--- src/rtl/alu_share_arb.sv ---
// Two-requester round-robin arbiter in front of one shared combinational ALU.
// Define ALU_SHARE_ARB_STATS_EN to build the per-requester grant counters.
module alu_share_arb #(
    parameter int DATA_W = 32,
    parameter int CTRL_W = 4
) (
    input  logic              clk_i,
    input  logic              rst_i,
    input  logic              req0_i,
    input  logic [CTRL_W-1:0] op0_i,
    input  logic [DATA_W-1:0] a0_i,
    input  logic [DATA_W-1:0] b0_i,
    input  logic              req1_i,
    input  logic [CTRL_W-1:0] op1_i,
    input  logic [DATA_W-1:0] a1_i,
    input  logic [DATA_W-1:0] b1_i,
    output logic [CTRL_W-1:0] alu_ctrl_o,
    output logic [DATA_W-1:0] alu_src1_o,
    output logic [DATA_W-1:0] alu_src2_o,
    input  logic [DATA_W-1:0] alu_result_i,
    output logic              done0_o,
    output logic              done1_o,
    output logic [DATA_W-1:0] result_o,
    output logic              zero_o,
    output logic              err_o,
    output logic              busy_o,
    output logic [15:0]       gcnt0_o,
    output logic [15:0]       gcnt1_o
);

    typedef enum logic [1:0] {IDLE, ISSUE, RESP} state_t;

    state_t state;
    logic   last_gnt;
    logic   gnt_id;
    logic   any_req;
    logic   pick1;

    function automatic logic op_legal(input logic [CTRL_W-1:0] op);
        logic ok;
        case (int'(op))
            0, 1, 2, 6, 7, 12: ok = 1'b1;
            default:           ok = 1'b0;
        endcase
        return ok;
    endfunction

    // Requester 1 wins if alone, or on a tie when requester 0 was served last.
    assign any_req = req0_i | req1_i;
    assign pick1   = req1_i & (~req0_i | ~last_gnt);

    always_ff @(posedge clk_i) begin
        if (rst_i) begin
            state      <= IDLE;
            last_gnt   <= 1'b1;
            gnt_id     <= 1'b0;
            alu_ctrl_o <= '0;
            alu_src1_o <= '0;
            alu_src2_o <= '0;
            result_o   <= '0;
            zero_o     <= 1'b0;
            err_o      <= 1'b0;
            done0_o    <= 1'b0;
            done1_o    <= 1'b0;
            busy_o     <= 1'b0;
        end else begin
            case (state)
                IDLE: begin
                    if (any_req) begin
                        gnt_id     <= pick1;
                        last_gnt   <= pick1;
                        alu_ctrl_o <= pick1 ? op1_i : op0_i;
                        alu_src1_o <= pick1 ? a1_i : a0_i;
                        alu_src2_o <= pick1 ? b1_i : b0_i;
                        busy_o     <= 1'b1;
                        state      <= ISSUE;
                    end
                end
                ISSUE: begin
                    // Illegal codes still drive the ALU; its output is discarded.
                    if (op_legal(alu_ctrl_o)) begin
                        result_o <= alu_result_i;
                        zero_o   <= (alu_result_i == '0);
                        err_o    <= 1'b0;
                    end else begin
                        result_o <= '0;
                        zero_o   <= 1'b1;
                        err_o    <= 1'b1;
                    end
                    done0_o <= ~gnt_id;
                    done1_o <= gnt_id;
                    state   <= RESP;
                end
                RESP: begin
                    done0_o <= 1'b0;
                    done1_o <= 1'b0;
                    busy_o  <= 1'b0;
                    state   <= IDLE;
                end
                default: state <= IDLE;
            endcase
        end
    end

`ifdef ALU_SHARE_ARB_STATS_EN
    always_ff @(posedge clk_i) begin
        if (rst_i) begin
            gcnt0_o <= '0;
            gcnt1_o <= '0;
        end else if (state == IDLE && any_req) begin
            if (!pick1 && gcnt0_o != 16'hFFFF) gcnt0_o <= gcnt0_o + 16'd1;
            if (pick1 && gcnt1_o != 16'hFFFF)  gcnt1_o <= gcnt1_o + 16'd1;
        end
    end
`else
    assign gcnt0_o = '0;
    assign gcnt1_o = '0;
`endif

endmodule

--- config.mk ---
export PLATFORM = sky130hd
export DESIGN_NAME = alu_share_arb
export DESIGN_NICKNAME = d
export VERILOG_FILES = /design/src/rtl/alu_share_arb.sv
export SDC_FILE = /design/constraint.sdc
export NUM_CORES = 1
export LEC_CHECK = 0
export ABC_AREA = 0
export BUFFER_PORTS_ARGS = -buffer_cell sky130_fd_sc_hd__buf_2
export CAP_MARGIN = 20
export CELL_PAD_IN_SITES_DETAIL_PLACEMENT = 1
export CELL_PAD_IN_SITES_GLOBAL_PLACEMENT = 1
export CORE_MARGIN = 8
export CORE_UTILIZATION = 30
export DETAILED_ROUTE_END_ITERATION = 8
export PLACE_DENSITY_LB_ADDON = 0.1
export SKIP_CTS_REPAIR_TIMING = 1
export SLEW_MARGIN = 10
export SYNTH_ARGS = -nofsm -noshare
export SYNTH_HDL_FRONTEND = slang
export SYNTH_SLANG_ARGS = --single-unit
--- constraint.sdc ---
create_clock -name clk_i -period 2 [get_ports clk_i]
set_clock_uncertainty 0.15 [all_clocks]
set_input_delay 0.4 -clock clk_i [delete_from_list [all_inputs] [get_ports clk_i]]
set_output_delay 0.4 -clock clk_i [all_outputs]
set_load 0.05 [all_outputs]
==> results of run 1 <==
how the worst min path moves through the flow:
stage / start / end / slack [ns] / cells past startpoint
after CTS: alu_result_i[14] / result_o[14]$_SDFFE_PP0N_ / 0.16 / 3
after global routing: alu_result_i[8] / result_o[8]$_SDFFE_PP0N_ / 0.18 / 3
after global placement: done1_o$_SDFFE_PP0P_ / done1_o$_SDFFE_PP0P_ / 0.31 / 2
after detailed placement: result_o[17]$_SDFFE_PP0N_ / result_o[17]$_SDFFE_PP0N_ / 0.31 / 2
after floorplan: gnt_id$_SDFFE_PP0P_ / done1_o$_SDFFE_PP0P_ / 0.31 / 2
final: alu_result_i[14] / result_o[14]$_SDFFE_PP0N_ / 0.18 / 3
worst register-to-register path: cells and delay by family (launching register included):
family / cells / cell delay [ns]
and+or+nand+nor: 1 / 0.09
DFF: 1 / 0.33
AOI/OAI and AO/OA: 2 / 0.45
buffers and inverters: 2 / 0.38
adders and majority gates: 1 / 0.28
cell usage after synthesis (2+ instances only):
cell type	instances	area share, %
nor4_1	8	1.0
dfxtp_1	109	44
a211oi_1	68	10
buf_4	38	5.7
buf_2	12	1.2
inv_1	4	0.30
ha_1	5	1.3
nand2b_1	34	4.3
nand3_1	33	3.3
clkbuf_1	25	1.9
nand4_1	2	0.25
a21oi_1	36	3.6
mux2i_1	71	14
nor2_1	75	5.7
area by class of cell:
class / instances / share of cell area, %
antenna: 2 / 0.0729
clock buffer: 12 / 3.59
clock inverter: 4 / 1.38
inverter: 4 / 0.219
multi-input combinational: 378 / 35.5
sequential: 109 / 31.8
tap: 220 / 4.01
timing repair buffer: 293 / 23.5
kinds of logic after synthesis:
family	Yosys count	share of synthesized area (%)
buf+inv	81	9.76
fa+ha+maj	5	1.26
simple gates	158	15.3
flops	109	43.9
compound gates	110	15.0
mux	72	14.5
xor+xnor	1	0.176
other cells	1	0.0754
through the flow:
step           area, µm²  utilization, %
2_1_floorplan       5090               -
4_1_cts             6860            41.8
3_3_place_gp        6520            39.8
5_1_grt             6870            41.9
3_5_place_dp        6520            39.8
6_report            6870            41.9
flip-flops by register name, indices dropped and copies added, names as in the netlist, 2 cells and up:
register and cells:
state 2, alu_src1_o 32, alu_src2_o 32, alu_ctrl_o 4, result_o 32
routing by layer:
| metal | wire [µm] | vias up | GRT usage, % |
|---|---|---|---|
| met5 | 13 | - | 0 |
| met3 | 1910 | 17 | 7.25 |
| li1 | - | 2349 | - |
| met4 | 280 | 2 | 5.75 |
| met1 | 6430 | 2203 | 16.4 |
| met2 | 8990 | 174 | 28.8 |
power by group:
part / internal [mW] / switching (mW) / total [mW]
clock network: 1.26 / 0.801 / 2.06
logic: 0.768 / 1.93 / 2.70
registers: 2.46 / 0.151 / 2.61
total: 4.49 / 2.88 / 7.37
==> impl_summary.txt, run 1 <==
----------------------------------------------------
[Global routing]
  Number of global-route vias before repair ... 5126
  Global-route wire length before repair ... 26.5 mm
  GR Overflow Total ... 0
  Pin count of the biggest net entering global routing ... 67
  Number of antenna violations at the first check in global routing ... 2
  GRT Util Overall ... 16.2%

[Floorplan]
  Die H ... 145 µm
  Core area ... 16400 µm²
  Std-Cell Rows ... 47
  Area enclosed by the die boundary ... 20900 µm²
  Initial standard-cell utilization of the core ... 30.3%
  Die width ... 145 µm
  Num ports ... 309

[CTS]
  CTS Root Buffer Type ... clkbuf_16
  Clock latency reported for the late side of the worst-skew pair ... 0.34 ns
  Maximum level of the CTS H-tree ... 3
  Number of buffers on the longest clock path ... 2
  Inserted Clock Buffers ... 9
  Sink Count ... 109
  Clock tree from TritonCTS ... built
  Reg clk slew, reported paths ... 0.07 ns

[Timing]
  Hold Vio Cnt, Final ... 0
  Period Utilization, post-route ... 88.2%
  Actual slew at the worst max-slew pin ... 0.599 ns
  Max Fclk ... 567 MHz
  Pins Over Slew Limit ... 0
  Rel. slew slack ... 59.7%
  RSZ-0062 raised after global routing ... false
  Post-layout min period ... 1.76 ns
  Total negative slack ... 0 ns
  Final setup violating endpoints ... 0
  Worst hold slack after final layout ... 0.182 ns
  Min setup slack post-route ... 0.235 ns

[Setup path]
  Beginning of the critical path ... state[1]$_SDFFE_PP0P_
  Crit Path Class ... register to register
  Endpoint of the most critical setup path ... alu_src1_o[9]$_SDFFE_PP0P_
  Worst Reg2Reg Path Length in Cells ... 6
  Cell Chain, Critical Path ... inv_1, ha_1, o21a_4, buf_12, nor2_1, a211oi_1
  Crit Path Max Fanout ... 57
  Peak per-stage delay on the critical path ... 0.33 ns
  WP data arrival ... 1.86 ns
  Critical path depth ... 6
  Crit end category ... register
  Cell type group with the largest total delay on the critical path ... compound AO/OA/AOI/OAI gates
  Slowest library cell on the worst path ... dfxtp_1
  Reg-to-reg endpoint ... alu_src1_o[9]$_SDFFE_PP0P_
  Launching element type of the critical path ... register
  Reg2Reg Launch Point ... state[1]$_SDFFE_PP0P_
  Data required, critical path ... 2.10 ns
  Buffer and inverter count on the worst path ... 2
  Register-to-register path setup slack ... 0.24 ns

[Layout]
  Sequential standard cell area ... 2180 µm²
  Filler Cell Count ... 1996
  Combined area of the multi-input logic cells ... 2440 µm²
  Commonest cells after routing, fill and taps aside ... buf_2 (275), dfxtp_1 (109), nor2_1 (75), mux2i_1 (71), a211oi_1 (68)
  Most common cell after layout, fill and taps aside ... buf_2
  Fraction of final layout cells sized beyond drive strength 1 ... 39.1%
  Number of standard cells in the final layout excluding fillers ... 1022
  Final #Nets ... 972
  Relative area change from synthesis to final layout ... 38.1%

[Synthesis]
  Main flop type after synthesis ... dfxtp_1
  Fraction of the yosys area taken by sequential cells ... 43.9%
  Warnings from Yosys ... 0
  Avg Cell Area, Syn ... 9.26 µm²
  Register bit count reported by yosys ... 109
  Syn Std Cell Area ... 4970 µm²
  Fraction of synthesis flops using an asynchronous set or reset pin ... 0%
  Count of different cell masters after synthesis ... 31
  Post-Synthesis Cells ... 537
  Count of flip-flops with a built-in enable after synthesis ... 0

[Placed design]
  Weighted congestion reported at the end of routability-driven placement ... 0.805
  Post-Place Setup Slack ... 0.136 ns
  Post-placement cell count ... 1004
  Post-detail-place hpwl ... 14.2 mm
  Port-buffer cells ... 276

[Routing]
  Final wirelength ... 17.6 mm
  First drt pass iteration count ... 4
  Average detailed-routed wire length per instance ... 17.2 µm
  # DRC ... 0
  Vias per Instance ... 4.64
  Count of antenna-violating nets left after detailed routing ... 0
  Vias ... 4745
  Detailed router's first-iteration violation count ... 137

[Pwr]
  Pwr per Cell Area ... 1070 nW/µm²
  Total Power Consumption ... 7.37 mW
  Maximum resistive drop on vdd ... 0.442 mV
  Static Leakage ... 3.22 nW

[Outcome]
  Run status ... completed

[Min path]
  Type of the worst min-delay path ... input port to register

[Run]
  Max-Cap Viols ... 0

----------------------------------------------------
Note: power is estimated with default switching activity, not from simulation.
==> run 2: changes to the inputs <==
RECOVER_POWER = 50   (was unset)
==> run 2 against run 1 <==
Effect of this change:
- combinational power is 3% lower
- sequential cell count stayed put
- final cell count stayed put
- wire length is 0.24% lower
- critical path depth is 1 lower
- via count is 0.13% lower
- utilization is 0.72 points lower
- first-iteration DRC count is 1.5% higher
- critical path type unchanged
- critical endpoint is now zero_o$_SDFFE_PP0N_
==> impl_summary.txt, run 2 (synthesis gave the netlist of run 1 again) <==
----------------------------------------------------
[Outcome]
  Run status ... completed

[Setup path]
  Peak per-stage delay on the critical path ... 0.53 ns
  Buffer and inverter count on the worst path ... 1
  Cell Chain, Critical Path ... xor2_1, o221ai_2, clkbuf_1, o211a_1, nor3_1
  Cell type group with the largest total delay on the critical path ... buffers and inverters
  WP data arrival ... 1.86 ns
  Crit Path Max Fanout ... 13
  Crit Path Class ... register to register
  Slowest library cell on the worst path ... clkbuf_1
  Data required, critical path ... 2.07 ns
  Launching element type of the critical path ... register
  Crit end category ... register

[Routing]
  Average detailed-routed wire length per instance ... 17.2 µm
  Vias ... 4739
  Vias per Instance ... 4.64
  Met2 Wirelength ... 9.03 mm
  Count of antenna-violating nets left after detailed routing ... 0
  First drt pass iteration count ... 4
  Final wirelength ... 17.6 mm
  Uppermost signal routing layer after detailed routing ... met5
  WL met1 ... 6.38 mm
  Detailed router's first-iteration violation count ... 139
  # DRC ... 0
  Wire length on met3 ... 1.91 mm

[Global routing]
  Global-route wire length before repair ... 26.5 mm
  GRT Util Overall ... 16.2%
  GR Overflow Total ... 0
  Number of global-route vias before repair ... 5126
  Pin count of the biggest net entering global routing ... 67
  Number of antenna violations at the first check in global routing ... 2

[Layout]
  Final Util ... 41.2%
  Relative area change from synthesis to final layout ... 35.8%
  Most common cell after layout, fill and taps aside ... buf_2
  Fraction of final layout cells sized beyond drive strength 1 ... 27.9%
  Final #Nets ... 972
  Biggest regs ... alu_src1_o: 32 flops, alu_src2_o: 32 flops, result_o: 32 flops
  Number of standard cells in the final layout excluding fillers ... 1022
  Commonest cells after routing, fill and taps aside ... buf_2 (186), dfxtp_1 (109), clkbuf_1 (92), nor2_1 (75), mux2i_1 (71)
  Filler Cell Count ... 2028

[Timing]
  Rel. slew slack ... 55.3%
  Pins Over Slew Limit ... 0
  Post-layout min period ... 1.79 ns
  Final setup violating endpoints ... 0
  Actual slew at the worst max-slew pin ... 0.673 ns
  RSZ-0062 raised after global routing ... false
  Hold Vio Cnt, Final ... 0
  Max Fclk ... 559 MHz
  Total negative slack ... 0 ns
  Period Utilization, post-route ... 89.5%

[Pwr]
  Maximum resistive drop on vdd ... 0.440 mV
  Static Leakage ... 2.87 nW
  Pwr per Cell Area ... 1080 nW/µm²

[Min path]
  Type of the worst min-delay path ... input port to register

[Floorplan]
  Die H ... 145 µm
  Die width ... 145 µm
  Num ports ... 309
  Core area ... 16400 µm²
  Area enclosed by the die boundary ... 20900 µm²
  Std-Cell Rows ... 47
  Initial standard-cell utilization of the core ... 30.3%

[Placed design]
  Post-placement cell count ... 1004
  Post-detail-place hpwl ... 14.2 mm
  Weighted congestion reported at the end of routability-driven placement ... 0.805
  Port-buffer cells ... 276

[CTS]
  Number of buffers on the longest clock path ... 2
  Inserted Clock Buffers ... 9
  Sink Count ... 109
  Clock tree from TritonCTS ... built
  Reg clk slew, reported paths ... 0.07 ns
  Maximum level of the CTS H-tree ... 3
  Clock latency reported for the late side of the worst-skew pair ... 0.34 ns
  CTS Root Buffer Type ... clkbuf_16

[Run]
  Max-Cap Viols ... 0

----------------------------------------------------
[run 2: changes by cell type in the layout (fill, tap and decap cells not counted), sizes merged]
cell	before	now
buf	293	202
clkbuf	12	103
[run 2: path summary, 6_finish.rpt]
path                               from                   endpoint  slack (ns)  depth (start not counted)
max          alu_ctrl_o[1]$_SDFFE_PP0P_        zero_o$_SDFFE_PP0N_        0.21                          5
min                    alu_result_i[14]  result_o[14]$_SDFFE_PP0N_        0.18                          3
max reg2reg  alu_ctrl_o[1]$_SDFFE_PP0P_        zero_o$_SDFFE_PP0N_        0.21                          5
min reg2reg   result_o[17]$_SDFFE_PP0N_  result_o[17]$_SDFFE_PP0N_        0.32                          2
[run 2: layout make-up]
| cell class | instances | area, µm² | area share [%] |
|---|---|---|---|
| repair buffers | 293 | 1490 | 22.1 |
| flip-flops and latches | 109 | 2180 | 32.3 |
| inverters | 4 | 15.0 | 0.222 |
| clock buffers | 12 | 246 | 3.65 |
| clock inverters | 4 | 95.1 | 1.41 |
| multi-input cells | 378 | 2440 | 36.1 |
| diodes | 2 | 5.00 | 0.0741 |
| well taps | 220 | 275 | 4.08 |
[run 2: routing by layer]
metal / track usage (%) / vias up
met5: 0 / -
met4: 5.75 / 2
met3: 7.25 / 15
met2: 28.8 / 171
met1: 16.4 / 2198
li1: - / 2353
[run 2: per-stage QoR]
step	setup slack [ns]	hold WS (ns)	total power, mW	cell area [µm²]
floorplan	0.258	0.307	4.66	5090
global placement	0.131	0.305	5.34	6520
detailed placement	0.136	0.311	5.40	6520
CTS	0.217	0.163	7.49	6860
global route	0.0752	0.177	7.70	6750
finish	0.210	0.184	7.29	6750
[run 2: power by group]
part           total (mW)  switching [mW]  internal [mW]
registers            2.62           0.158           2.46
logic                2.62            1.93          0.693
clock network        2.06           0.798           1.26
[run 2: tightest hold or removal path: cells and delay by family]
family	cells	cell delay, ns
AOI/OAI and AO/OA	1	0.05
and+or+nand+nor	1	0.07
buffers and inverters	1	0.11
==> run 3: changes to the inputs <==
--- a/config.mk
+++ b/config.mk
@@ -12,3 +12,3 @@
 export CELL_PAD_IN_SITES_GLOBAL_PLACEMENT = 1
-export CORE_MARGIN = 8
+export CORE_MARGIN = 3
 export CORE_UTILIZATION = 30
@@ -16,3 +16,2 @@
 export PLACE_DENSITY_LB_ADDON = 0.1
-export RECOVER_POWER = 50
 export SKIP_CTS_REPAIR_TIMING = 1
==> constraint.sdc (replaced) <==
create_clock -name clk_i -period 2 [get_ports clk_i]
set_clock_uncertainty 0.15 [all_clocks]
set_input_delay 0.1 -clock clk_i [delete_from_list [all_inputs] [get_ports clk_i]]
set_output_delay 0.1 -clock clk_i [all_outputs]
set_load 0.05 [all_outputs]
==> run 3 against run 2 <==
Effect of this change:
- the flow now finishes with violations (hold timing)
- first-iteration DRC count increased by 59%
- count of clock-buffer cells in the layout is 2 higher
- global-route usage up 0.19 points
- wire length rose by 2.7%
- cell area rose by 13%
- non-clock buffer count is 87 higher
- total power shrank 2.2%
- sequential cell count did not move
- die area fell by 13%
- utilization is 6.5 points higher
- clock power is 17% lower
- largest power group is now combinational cells
- highest routed layer is now met4
==> impl_summary.txt, run 3 (synthesis gave the netlist of run 1 again) <==
----------------------------------------------------
[Outcome]
  Run status ... finished, violations left
  Violations in the final reports ... hold timing

[CTS]
  Maximum level of the CTS H-tree ... 3
  Clock latency reported for the late side of the worst-skew pair ... 0.34 ns
  Number of buffers on the longest clock path ... 2
  CTS Root Buffer Type ... clkbuf_16
  Sink Count ... 109
  Clock tree from TritonCTS ... built
  Reg clk slew, reported paths ... 0.07 ns
  Inserted Clock Buffers ... 9

[Layout]
  Biggest regs ... alu_src1_o: 32 flops, alu_src2_o: 32 flops, result_o: 32 flops
  Diode count ... 0
  Fraction of final layout cells sized beyond drive strength 1 ... 34.3%
  Commonest cells after routing, fill and taps aside ... buf_2 (275), dfxtp_1 (109), dlygate4sd3_1 (95), nor2_1 (75), mux2i_1 (71)
  Most common cell after layout, fill and taps aside ... buf_2
  Final #Nets ... 1059
  Relative area change from synthesis to final layout ... 53.9%

[Routing]
  Vias ... 5100
  Detailed router's first-iteration violation count ... 221
  Average detailed-routed wire length per instance ... 16.4 µm
  Count of antenna-violating nets left after detailed routing ... 0
  Final wirelength ... 18.0 mm
  Vias per Instance ... 4.63
  # DRC ... 0
  First drt pass iteration count ... 4

[Floorplan]
  Std-Cell Rows ... 46
  Num ports ... 309
  Die width ... 135 µm
  Area enclosed by the die boundary ... 18200 µm²
  Die H ... 135 µm
  Core area ... 16100 µm²
  Initial standard-cell utilization of the core ... 31.0%

[Global routing]
  Fraction of met3 tracks used by global routing ... 5.10%
  GRT Util Overall ... 16.4%
  GR peak layer ... met2
  Met2 routing resource usage after global routing ... 29.6%
  Number of antenna violations at the first check in global routing ... 0
  GR Overflow Total ... 0
  Number of global-route vias before repair ... 4753
  Global routing met1 resource utilization ... 18.0%
  Pin count of the biggest net entering global routing ... 70
  Global-route wire length before repair ... 23.7 mm

[Timing]
  Rel. slew slack ... 54.9%
  RSZ-0062 raised after global routing ... false
  Max Fclk ... 557 MHz
  Worst hold slack after final layout ... -0.0453 ns
  Pins Over Slew Limit ... 0
  Total negative slack ... 0 ns
  Final setup violating endpoints ... 0
  Actual slew at the worst max-slew pin ... 0.676 ns
  Hold Vio Cnt, Final ... 20
  Post-layout min period ... 1.80 ns
  Period Utilization, post-route ... 89.8%

[Pwr]
  Pwr per Cell Area ... 933 nW/µm²
  Total Power Consumption ... 7.14 mW
  Maximum resistive drop on vdd ... 0.425 mV
  Static Leakage ... 3.53 nW

[Setup path]
  Crit Path Class ... register to register
  Crit Path Max Fanout ... 5
  WP data arrival ... 1.84 ns
  Launching element type of the critical path ... register
  Data required, critical path ... 2.05 ns
  Crit end category ... register

[Placed design]
  Port-buffer cells ... 276
  Weighted congestion reported at the end of routability-driven placement ... 0.744
  Post-detail-place hpwl ... 12.6 mm

[Min path]
  Type of the worst min-delay path ... input port to register

[Run]
  Max-Cap Viols ... 0

----------------------------------------------------
run 3: cell type report:
class	count	area, µm²
Multi-Input combinational cell	378	2440
Fill cell	1908	8410
Clock buffer	14	274
Sequential cell	109	2180
Timing Repair Buffer	380	2460
Clock inverter	1	5.00
Inverter	4	15.0
Tap cell	216	270
run 3: stage by stage:
step                utilization, %  instance area (µm²)  instances  setup WS (ns)  hold slack [ns]
finish                        47.6                 7650       1102          0.205          -0.0453
global route                  47.6                 7650       1102         0.0373        -0.000305
CTS                           41.7                 6700       1007          0.197           -0.131
detailed placement            40.0                 6420        992          0.220            0.243
global placement              40.0                 6420        992          0.335            0.234
floorplan                        -                 5090        568          0.258            0.113
run 3: path summary, 6_finish.rpt:
| kind | from | end | slack [ns] | cells after the start |
|---|---|---|---|---|
| min reg2reg | result_o[19]$_SDFFE_PP0N_ | result_o[19]$_SDFFE_PP0N_ | 0.32 | 2 |
| min | b0_i[31] | alu_src2_o[31]$_SDFFE_PP0P_ | -0.05 | 3 |
| max reg2reg | state[0]$_SDFFE_PP0P_ | state[1]$_SDFFE_PP0P_ | 0.20 | 5 |
| max | state[0]$_SDFFE_PP0P_ | state[1]$_SDFFE_PP0P_ | 0.20 | 5 |
run 3: per-layer routing:
| metal | vias to the layer above | part of all wire, % |
|---|---|---|
| met1 | 2352 | 36 |
| li1 | 2522 | - |
| met3 | 33 | 8.1 |
| met2 | 193 | 53 |
| met5 | - | 0 |
| met4 | 0 | 2.7 |
run 3: worst max-delay path: stages (launching register included):
cell and delay, ns:
dfxtp_1 0.35, inv_1 0.12, ha_1 0.26, nor3b_1 0.44, mux2i_1 0.25, nor2_1 0.07
run 3: power by group:
| group | leakage, nW | switching [mW] | total [mW] | internal [mW] |
|---|---|---|---|---|
| Combinational | 2.50 | 1.96 | 2.82 | 0.864 |
| Clock | 0.139 | 0.756 | 1.70 | 0.940 |
| Sequential | 0.900 | 0.156 | 2.62 | 2.46 |
